===== config.mk =====
export PLATFORM = sky130hd
export DESIGN_NAME = servo_sweep_master
export DESIGN_NICKNAME = d
export VERILOG_FILES = /design/src/rtl/servo_sweep_master.sv
export SDC_FILE = /design/constraint.sdc
export NUM_CORES = 1
export LEC_CHECK = 0
export CORE_AREA = 4 4 130 132
export CTS_CLUSTER_SIZE = 20
export DETAILED_ROUTE_END_ITERATION = 16
export DIE_AREA = 0 0 134 136
export HOLD_SLACK_MARGIN = 0.1
export PLACE_DENSITY_LB_ADDON = 0.08
export SLEW_MARGIN = 20
export SYNTH_ARGS = -nofsm -noshare
export SYNTH_HDL_FRONTEND = slang
export SYNTH_SLANG_ARGS = --single-unit

===== constraint.sdc =====
create_clock -name ACLK -period 3.28 [get_ports ACLK]
set_clock_uncertainty 0.05 [all_clocks]
set_input_delay 0.656 -clock ACLK [delete_from_list [all_inputs] [get_ports ACLK]]
set_output_delay 0.656 -clock ACLK [all_outputs]
set_load 0.01 [all_outputs]

===== src/rtl/servo_sweep_master.sv =====
// AXI4-Lite write-only master that enables the servo slave, sweeps its angle
// register between min and max with a dwell per step, and disables it on stop.
module servo_sweep_master #(
  parameter logic [31:0] BASE_ADDR = 32'h4000_0000,
  parameter int          DWELL_W   = 24
) (
  input  logic               ACLK,
  input  logic               ARESETn,
  input  logic               start,
  input  logic               stop,
  input  logic [7:0]         min_angle,
  input  logic [7:0]         max_angle,
  input  logic [7:0]         step,
  input  logic [DWELL_W-1:0] dwell_cycles,
  output logic [31:0]        AWADDR,
  output logic               AWVALID,
  input  logic               AWREADY,
  output logic [2:0]         AWPROT,
  output logic [31:0]        WDATA,
  output logic [3:0]         WSTRB,
  output logic               WVALID,
  input  logic               WREADY,
  input  logic               BVALID,
  output logic               BREADY,
  input  logic [1:0]         BRESP,
  output logic               busy,
  output logic               error,
  output logic [7:0]         cur_angle
);

  // state   | meaning
  // IDLE    | waiting for a start pulse
  // EN_REQ  | writing 0x1111_1111 to the enable register
  // EN_RSP  | waiting for the enable write response
  // ANG_REQ | writing the current angle
  // ANG_RSP | waiting for the angle write response
  // DWELL   | holding the angle for max(dwell,1) cycles
  // DIS_REQ | writing 0 to the enable register
  // DIS_RSP | waiting for the disable write response
  typedef enum logic [2:0] {
    IDLE, EN_REQ, EN_RSP, ANG_REQ, ANG_RSP, DWELL, DIS_REQ, DIS_RSP
  } state_t;

  state_t state_q, state_d;

  logic [7:0]         min_q, max_q, step_q, angle_q, angle_nxt;
  logic               dir_up_q, dir_nxt;
  logic [DWELL_W-1:0] dwell_q, cnt_q;
  logic               aw_done_q, w_done_q, stop_pend_q;
  logic               req_st, req_first, aw_hs, w_hs, req_done;
  logic               stop_eff, cfg_ok, resp_ok;
  logic               set_err, upd_cur, load_cnt, adv_ang;
  logic [8:0]         sum9, lim9;
  logic [31:0]        req_addr, req_data;

  assign AWPROT = 3'b000;
  assign WSTRB  = 4'hF;
  assign BREADY = (state_q == EN_RSP) || (state_q == ANG_RSP) || (state_q == DIS_RSP);
  assign busy   = (state_q != IDLE);

  assign cfg_ok    = (max_angle <= 8'd180) && (min_angle <= max_angle) && (step != 8'd0);
  assign resp_ok   = (BRESP == 2'b00);
  assign stop_eff  = stop_pend_q || stop;
  assign req_st    = (state_q == EN_REQ) || (state_q == ANG_REQ) || (state_q == DIS_REQ);
  assign req_first = !AWVALID && !WVALID && !aw_done_q && !w_done_q;
  assign aw_hs     = AWVALID && AWREADY;
  assign w_hs      = WVALID && WREADY;
  assign req_done  = (aw_done_q || aw_hs) && (w_done_q || w_hs);

  // 9-bit sums so angle+step never wraps past 255 before the clamp
  always_comb begin
    sum9      = {1'b0, angle_q} + {1'b0, step_q};
    lim9      = {1'b0, min_q} + {1'b0, step_q};
    angle_nxt = angle_q;
    dir_nxt   = dir_up_q;
    if (dir_up_q) begin
      if (sum9 >= {1'b0, max_q}) begin
        angle_nxt = max_q;
        dir_nxt   = 1'b0;
      end else begin
        angle_nxt = sum9[7:0];
      end
    end else if ({1'b0, angle_q} <= lim9) begin
      angle_nxt = min_q;
      dir_nxt   = 1'b1;
    end else begin
      angle_nxt = angle_q - step_q;
    end
  end

  always_comb begin
    req_addr = BASE_ADDR + 32'd4;
    req_data = 32'h0;
    case (state_q)
      EN_REQ:  req_data = 32'h1111_1111;
      ANG_REQ: begin
        req_addr = BASE_ADDR;
        req_data = {24'b0, angle_q};
      end
      default: ;
    endcase
  end

  always_comb begin
    state_d  = state_q;
    set_err  = 1'b0;
    upd_cur  = 1'b0;
    load_cnt = 1'b0;
    adv_ang  = 1'b0;
    case (state_q)
      IDLE:    if (start && cfg_ok) state_d = EN_REQ;
      EN_REQ:  if (req_done) state_d = EN_RSP;
      ANG_REQ: if (req_done) state_d = ANG_RSP;
      DIS_REQ: if (req_done) state_d = DIS_RSP;
      EN_RSP: begin
        if (BVALID) begin
          if (!resp_ok) begin
            set_err = 1'b1;
            state_d = DIS_REQ;
          end else begin
            state_d = stop_eff ? DIS_REQ : ANG_REQ;
          end
        end
      end
      ANG_RSP: begin
        if (BVALID) begin
          if (!resp_ok) begin
            set_err = 1'b1;
            state_d = DIS_REQ;
          end else begin
            upd_cur  = 1'b1;
            load_cnt = 1'b1;
            state_d  = stop_eff ? DIS_REQ : DWELL;
          end
        end
      end
      DWELL: begin
        if (stop_eff) begin
          state_d = DIS_REQ;
        end else if (cnt_q <= DWELL_W'(1)) begin
          adv_ang = 1'b1;
          state_d = ANG_REQ;
        end
      end
      DIS_RSP: begin
        if (BVALID) begin
          set_err = !resp_ok;
          state_d = IDLE;
        end
      end
      default: state_d = IDLE;
    endcase
  end

  always_ff @(posedge ACLK or negedge ARESETn) begin
    if (!ARESETn) begin
      state_q     <= IDLE;
      error       <= 1'b0;
      cur_angle   <= 8'd0;
      min_q       <= 8'd0;
      max_q       <= 8'd0;
      step_q      <= 8'd0;
      dwell_q     <= '0;
      angle_q     <= 8'd0;
      dir_up_q    <= 1'b0;
      cnt_q       <= '0;
      stop_pend_q <= 1'b0;
    end else begin
      state_q <= state_d;
      if (state_q == IDLE && start) begin
        error    <= !cfg_ok;
        min_q    <= min_angle;
        max_q    <= max_angle;
        step_q   <= step;
        dwell_q  <= dwell_cycles;
        angle_q  <= min_angle;
        dir_up_q <= 1'b1;
      end else if (set_err) begin
        error <= 1'b1;
      end
      if (state_q == IDLE)
        stop_pend_q <= 1'b0;
      else if (stop)
        stop_pend_q <= 1'b1;
      if (upd_cur)
        cur_angle <= angle_q;
      if (load_cnt)
        cnt_q <= (dwell_q == '0) ? DWELL_W'(1) : dwell_q;
      else if (state_q == DWELL)
        cnt_q <= cnt_q - DWELL_W'(1);
      if (adv_ang) begin
        angle_q  <= angle_nxt;
        dir_up_q <= dir_nxt;
      end
    end
  end

  // VALIDs rise on the first request cycle and each drops after its own handshake
  always_ff @(posedge ACLK or negedge ARESETn) begin
    if (!ARESETn) begin
      AWADDR    <= 32'h0;
      WDATA     <= 32'h0;
      AWVALID   <= 1'b0;
      WVALID    <= 1'b0;
      aw_done_q <= 1'b0;
      w_done_q  <= 1'b0;
    end else if (req_st) begin
      if (req_first) begin
        AWVALID <= 1'b1;
        WVALID  <= 1'b1;
        AWADDR  <= req_addr;
        WDATA   <= req_data;
      end else begin
        if (aw_hs) begin
          AWVALID   <= 1'b0;
          aw_done_q <= 1'b1;
        end
        if (w_hs) begin
          WVALID   <= 1'b0;
          w_done_q <= 1'b1;
        end
        if (req_done) begin
          aw_done_q <= 1'b0;
          w_done_q  <= 1'b0;
        end
      end
    end
  end

endmodule


Word level (Yosys, flattened, before mapping) --
Cells that the tools add are included.
Operators by class: eq/ne operators 15, reduce and logical (&&, ||, !) cells 43, bitwise operators 1, muxes and demuxes 51, add/sub/neg operators 4, magnitude comparators 5
Operators with widths (number):
- 2-to-1 mux 24 bit | 3
- one-hot mux 29 bit (2 select lines) | 1
- 2-to-1 mux 8 bit | 5
- 2-to-1 mux 3 bit | 12
- 2-to-1 mux 1 bit | 26
- less-or-equal comparator 24 x 1 -> 1 bit, second input constant | 1
- zero test 24 bit | 1
- one-hot mux 3 bit (8 select lines) | 1
- subtractor 24 x 1 -> 24 bit, second input constant | 1
- adder 8 x 8 -> 9 bit | 2
- nonzero test 2 bit | 8
- != test 2 bit, second input constant | 7
- == test 3 bit, second input constant | 4
- logical AND 1 bit | 10
- greater-or-equal comparator 9 x 8 -> 1 bit | 1
- less-or-equal comparator 8 x 9 -> 1 bit | 1
- less-or-equal comparator 8 bit | 1
- less-or-equal comparator 8 bit, second input constant | 1
- AND reduction 8 bit | 1
- nonzero test 8 bit | 1
- subtractor 8 bit | 1
- logical OR 1 bit | 7
- == test 3 x 2 -> 1 bit, second input constant | 2
- zero test 1 bit | 6
- other kinds (11) | 15
Word-level totals: flip-flop bits (word level) 162, output and inout bits 84, bits of input ports 57

Longest topological paths before layout --
Gate-level depths: netlist (run 1).
word-level depth 6, depth in mapped cells 17, gate-level depth less buffers 15

Least setup slack after synthesis (run 1) --
OpenSTA, ideal clock, no wires.
path type reg-to-reg, from register step_q[0], to register angle_q[5], setup slack -178 ps, arrival 3273 ps, required time 3095 ps, setup time 135 ps, clock period less this slack 3458 ps, cell stages (with the launch flop) 16, cell sequence dfrtp_1 -> ha_1 -> fa_1 -> nor2b_1 -> o311ai_0 -> nand2_1 -> xnor2_1 -> ha_1 -> a2111o_1 -> a211oi_1 -> o21ai_0 -> a21oi_1 -> buf_4 -> nor2_1 -> a21oi_1 -> o211ai_1
Between the ends: cells in the longest elaborated chain, start to end 5, elaborated cells on any way between the ends 9, those cells by class add/sub: 3; order compare: 2; mux: 4
Ends and longest elaborated chain:
- from (decl) | line 46 | logic [7:0] min_q, max_q, step_q, angle_q, angle_nxt;
- from (signal assigned) | line 174 | step_q <= step;
- adder 8 x 8 -> 9 bit (on tied branches) | line 73, 72
- less-or-equal comparator 8 x 9 -> 1 bit or greater-or-equal comparator 9 x 8 -> 1 bit (tied branches) | line 83, 77
- 2-to-1 mux 8 bit (on tied branches) | line 83, 77
- 2-to-1 mux 8 bit * | line 76 | if (dir_up_q) begin
- 2-to-1 mux 8 bit * | line 191 | if (adv_ang) begin
- to (signal assigned) | line 176 | angle_q <= min_angle;
- to (signal assigned) | line 192 | angle_q <= angle_nxt;
- to (decl) | line 46
Every way passes the cells marked *; elsewhere a longest branch is shown, timed or not. A chain may end at the register's enable or synchronous reset.

Worst setup path after layout (run 1) --
from register step_q[0], to register angle_q[7]
Same word-level chain as after synthesis.

==> flow_metrics.py, run 1 <==
metrics = {
    "power_and_ir_drop": {
        "p_leak_nw": 3.95,
        "peakVddDrop_mv": 1.16,
        "power.density_nw_per_um2": 1170,
    },
    "worst_setup_path": {
        "cp_slowest_cell": "dfrtp_1",
        "path_cells": "ha_2 -> fa_2 -> nor2b_4 -> o311ai_4 -> nand2_2 -> xnor2_2 -> ha_2 -> a2111o_1 -> a211oi_2 -> o21ai_2 -> a21oi_2 -> buf_4 -> buf_4 -> nor2_1 -> a21oi_1 -> o211ai_1",
        "critPathKind": "reg2reg",
        "endpoint_kind": "flip-flop",
        "reg2regPathDepth": 16,
        "rrSetupSlack_ns": -0.08,
        "r2r_end": "angle_q[7]",
        "cp.required_ns": 3.46,
        "worst-path-buf-inv": 2,
        "startpoint_type": "flip-flop",
        "r2r_start": "step_q[0]",
        "arrival_ns": 3.54,
        "critPathTopFamily": "compound AO/OA/AOI/OAI gates",
        "critical_path.max_fanout": 3,
        "max_stage_delay_ns": 0.42,
    },
    "logic_synthesis": {
        "synth_area_leaders": "dfrtp_1 (39%), nand2_1 (10%), ha_1 (8.8%)",
        "syn_inst": 824,
        "synthAdderAreaFrac": 0.0961,
        "synth_edf_count": 0,
        "post_synth_num_cell_types": 67,
        "synth.most_common_cell": "nand2_1",
        "synth_area_leader_cell": "dfrtp_1",
        "yosys_most_used_dff": "dfrtp_1",
        "syn_area_um2": 7000,
        "synthArstFlopShare": 1.00,
        "synth_top_family_by_area": "simple AND/OR/NAND/NOR gates",
        "yosysTopAreaCellShare": 0.389,
        "synth_compound_area_frac": 0.153,
        "synthMuxAreaShare": 0.0132,
        "synth_xor_area_frac": 0.0363,
        "ys_warn_count": 0,
        "synth_simple_gate_area_frac": 0.207,
        "yosysSeqAreaShare": 0.389,
        "syn_avg_cell_area_um2": 8.50,
        "synth_commonest_cells": "nand2_1 (186), dfrtp_1 (109), buf_4 (62)",
        "ys_ff_latch": 109,
    },
    "route": {
        "ant_nets": 0,
        "vias": 5992,
        "via_per_inst": 5.21,
        "first_pass_iters": 5,
        "route.detailed.drc": 0,
        "drt-wirelength-per-cell_um": 16.8,
        "drtIter0Drc": 355,
        "drt-total-wl_um": 19400,
    },
    "final_layout": {
        "final_core_util": 0.546,
        "drive_gt1_frac": 0.113,
        "fin_cells": 1150,
        "nNetsFinal": 1038,
        "n_fill_cell": 1446,
        "area_growth_pct": 22.5,
        "antenna_cells": 0,
    },
    "global_routing": {
        "grt_pass1_vias": 5890,
        "gr-total-overflow": 0,
        "grt_pass1_wl_um": 30600,
        "grtUsageTotal": 0.212,
        "grt_start_max_net_pins": 62,
        "antenna_found_initial": 0,
    },
    "clock_network": {
        "htree_levels": 3,
        "cts_buffers": 9,
        "clockBufferDepth": 2,
        "clock_sinks": 109,
        "path_clk_slew_ns": 0.08,
        "ctsRootBufferMaster": "clkbuf_16",
        "postCtsHoldBufs": 0,
        "cts_tree": "done",
        "clkLatencyLatePin_ns": 0.35,
    },
    "floorplanning": {
        "row_count": 46,
        "dieArea_um2": 18200,
        "num_io_pins": 141,
        "initial_core_util": 0.446,
        "coreArea_um2": 15700,
        "fp.dieH_um": 136,
        "fp.dieW_um": 134,
    },
    "placed_design": {
        "pre_cts_slack_ns": -0.277,
        "dp_cells": 1126,
        "post-dp-hpwl_um": 14900,
        "io_buffers": 85,
        "gp_congestion": 0.895,
    },
    "timing": {
        "finalCritPeriodShare": 1.02,
        "fin_tns_setup_ns": -0.301,
        "fin_ws_ns": -0.0793,
        "layout_min_cycle_time_ns": 3.36,
        "drv_slew": 0,
        "rsz0062_at_grt": "yes",
        "max_slew_margin": 0.503,
        "worst_pin_slew_ns": 0.739,
        "hold_violations": 0,
        "fin_hold_ws_ns": 0.291,
        "finalSetupViolCount": 6,
        "timing.fmax_mhz": 298,
    },
    "flow_run": {
        "cap_violations": 0,
    },
    "status": {
        "status": "complete, but fails checks",
        "violations": "setup timing",
    },
    "hold_path": {
        "worst_hold_path_type": "in2async",
    },
}
## per-stage QoR
stage	area, um2	total power, mW
4_1_cts	8510	9.64
5_1_grt	8580	10.8
3_3_place_gp	8060	7.74
3_5_place_dp	8060	7.90
2_1_floorplan	7210	6.14
6_report	8580	10.0
## what timing repair did
item,in CTS,in global routing
setup buffers,2,4
hold endpoints to repair,0,0
cloned,2,0
pin swaps,14,12
endpoints found under the setup margin,9,9
gates resized for setup,25,10
## worst max path at each step
stage                    from          to  slack (ns)  cells past startpoint
global route        step_q[0]  angle_q[2]       -0.18                     15
CTS                 step_q[0]  angle_q[0]       -0.01                     15
global placement    step_q[0]  angle_q[4]       -0.16                     15
detailed placement  step_q[0]  angle_q[4]       -0.28                     15
floorplan           step_q[0]  angle_q[7]        0.03                     14
finish              step_q[0]  angle_q[7]       -0.08                     16
## registers in the layout (all words and copies together), names as in the netlist
| signal | flops |
|---|---|
| cnt_q | 24 |
| dwell_q | 24 |
| aw_done_q | 1 |
| w_done_q | 1 |
| min_q | 8 |
| state_q | 3 |
| angle_q | 8 |
| WVALID | 1 |
| dir_up_q | 1 |
| WDATA | 9 |
| AWADDR | 2 |
| error | 1 |
| max_q | 8 |
| stop_pend_q | 1 |
| step_q | 8 |
| cur_angle | 8 |
| AWVALID | 1 |
## placed cells by master (no fill, tap or decap), types with 5 or more instances in the layout
| cell type | synthesis | layout |
|---|---|---|
| nor3_1 | 17 | 17 |
| ha_1 | 49 | 46 |
| o21ai_0 | 55 | 51 |
| clkbuf_16 | 0 | 9 |
| mux2i_1 | 7 | 7 |
| a21oi_1 | 44 | 38 |
| xnor2_1 | 21 | 20 |
| a21oi_2 | 0 | 6 |
| nor2b_1 | 6 | 5 |
| conb_1 | 2 | 55 |
| buf_4 | 62 | 40 |
| a21o_1 | 9 | 9 |
| clkdlybuf4s50_1 | 0 | 84 |
| o211ai_1 | 10 | 10 |
| inv_1 | 40 | 40 |
| xor2_1 | 8 | 8 |
| nand2b_1 | 11 | 11 |
| nor4_1 | 13 | 13 |
| nand3_1 | 11 | 11 |
| a31oi_1 | 8 | 8 |
| a22o_1 | 5 | 5 |
| nand2_1 | 186 | 183 |
| nor2_1 | 43 | 43 |
| dfrtp_1 | 109 | 108 |
## cells by family after synthesis
family	after synthesis
buffers and inverters	130
other	2
AOI/OAI and AO/OA	173
muxes	9
and+or+nand+nor	320
xor gates and xnor gates	29
adders and majority gates	52
DFF	109
## per-layer routing
metal  share of wire  up-vias  track usage
met5               0        -            0
met4           0.026        0       0.0720
met3           0.036       28       0.0359
met2            0.51      145        0.375
met1            0.42     2905        0.263
li1                -     2914            -
## area by class of cell
class	count	area, um2	share of cell area
Inverter	41	154	0.0179
Tap cell	216	270	0.0315
Sequential cell	109	2730	0.318
Multi-Input combinational cell	638	3870	0.451
Timing Repair Buffer	130	1230	0.143
Clock inverter	7	106	0.0124
Clock buffer	9	225	0.0262
## power breakdown
part	total (mW)	switching, mW	internal [mW]
Sequential	2.58	0.635	1.94
Clock	1.23	0.544	0.683
Combinational	6.24	3.24	3.00
No activity file was read; power rests on OpenSTA's default activity.
==> run 2, diff against run 1 <==
--- a/config.mk
+++ b/config.mk
@@ -5,6 +5,7 @@
 export SDC_FILE = /design/constraint.sdc
 export NUM_CORES = 1
 export LEC_CHECK = 0
+export CAP_MARGIN = 20
 export CORE_AREA = 4 4 130 132
 export CTS_CLUSTER_SIZE = 20
 export DETAILED_ROUTE_END_ITERATION = 16
==> results of run 2 <==
Final layout, timing and power as in run 1 (identical DEF).
==> variant (flow settings as in run 1) <==
The parameter `DWELL_W` goes from 24 to 12.
--- a/src/rtl/servo_sweep_master.sv
+++ b/src/rtl/servo_sweep_master.sv
@@ -4,3 +4,3 @@
   parameter logic [31:0] BASE_ADDR = 32'h4000_0000,
-  parameter int          DWELL_W   = 24
+  parameter int          DWELL_W   = 12
 ) (
Ports: changed (resized dwell_cycles); port bits go from 141 to 129. The function was not compared with the original's and may differ.
==> variant against run 1 <==
The flow still finishes with violations (setup timing). Cell area down 12%. Global-route usage shrank 3.2 points. Setup slack lost 0.18 ns. Sequential cell count fell by 24. Largest power group unchanged. Total power down 3.0%. Sequential share of layout area shrank 3.7 points. Area after synthesis fell by 14%. Routed wire length is 16% lower.
==> variant: results (changes against run 1) <==
* Adder-cell area share of the yosys netlist at 11.2% (+1.6 points)
* Min Hold Slack at 0.253 ns (-0.0375 ns)
* M1 GR Usage at 24.7% (-1.6 points)
* First DRT Iteration DRCs at 318 (-10%)
* Setup crit end: angle_q[2]
* Final Non-Filler Cells at 1044 (-9.2%)
* Int Power at 5500 µW (-2.2%)
* HPWL Detailed at 12500 µm (-16%)
* Switch share at 43.5% (-0.48 points)
* GR Util met2 at 28.0% (-9.4 points)
* Register area at 2130 µm² (-22%)
* Part of the power in registers at 20.4% (-5.3 points)
* First-pass GRT wire length at 25800 µm (-16%)
* FF-to-FF path depth at 14 (-2)
* Footprint of the multi-input gates at 3510 µm² (-9.2%)
* Vias in the first global route at 5030 (-15%)
* Final setup margin at -0.257 ns (-0.178 ns)
* Via density at 4.96 (-4.8%)
* Status: finished, violations left
* Commonest cells in the synthesized netlist: 145 x nand2_1, 85 x dfrtp_1, 61 x buf_4
* CP arrival at 3.70 ns (+0.16 ns)
* Synth Area in XOR/XNOR at 3.07% (-0.56 points)
* Setup violators final at 9 (+3)
* Ratio of cells with drive above 1 in the final layout at 14.7% (+3.4 points)
* CTS clk-pin slew, worst paths at 0.06 ns (-0.02 ns)
* Number of distinct library cells after synthesis at 63 (-6.0%)
* Layout clock area frac at 3.55% (-0.31 points)
* Routed WL per cell at 15.6 µm (-7.4%)
* Worst-path maximum fanout at 6 (+3)
* Buffers excl. clock at 141 (+8.5%)
* Largest cells by area after synthesis: dfrtp_1 35%, ha_1 10%, nand2_1 9.1%
* Fillcell total at 1562 (+8.0%)
* #FFs+latches synth at 85 (-22%)
* Multi-input gates at 551 (-14%)
* Failing checks: setup timing
* Slew HR at 48.7% (-1.5 points)
* Clock buffer count at 11 (+2)
* Pre-CTS setup slack at -0.341 ns (-0.0645 ns)
* Nets@finish at 920 (-11%)
==> variant: cell count changes after synthesis, moves of 6 or more <==
cell	run 1	this run
nor2_1	43	32
mux2i_1	7	13
dfrtp_1	109	85
clkbuf_1	21	12
nand2_1	186	145
xnor2_1	21	12
a21oi_1	44	31
==> variant: cell families after synthesis <==
kind of cell	count (synthesis)
AO/OA/AOI/OAI	153
adder cells (fa/ha/maj)	52
AND/OR/NAND/NOR	255
buffers and inverters	119
other	2
flip-flops	85
XOR/XNOR	21
multiplexers	15
==> variant: repair_timing <==
| item | 4_1_cts | 5_1_grt |
|---|---|---|
| setup endpoints to repair | 9 | 9 |
| pin swaps | 5 | 21 |
| buffers inserted | 3 | 9 |
| gates resized for setup | 9 | 26 |
==> variant: layer usage <==
metal  part of all wire (%)  wire length (µm)  up-vias
li1                       -                 -     2557
met2                     45              7260      169
met4                    2.3               380        0
met1                     47              7570     2425
met3                    6.5              1070       25
met5                      0                 0        -
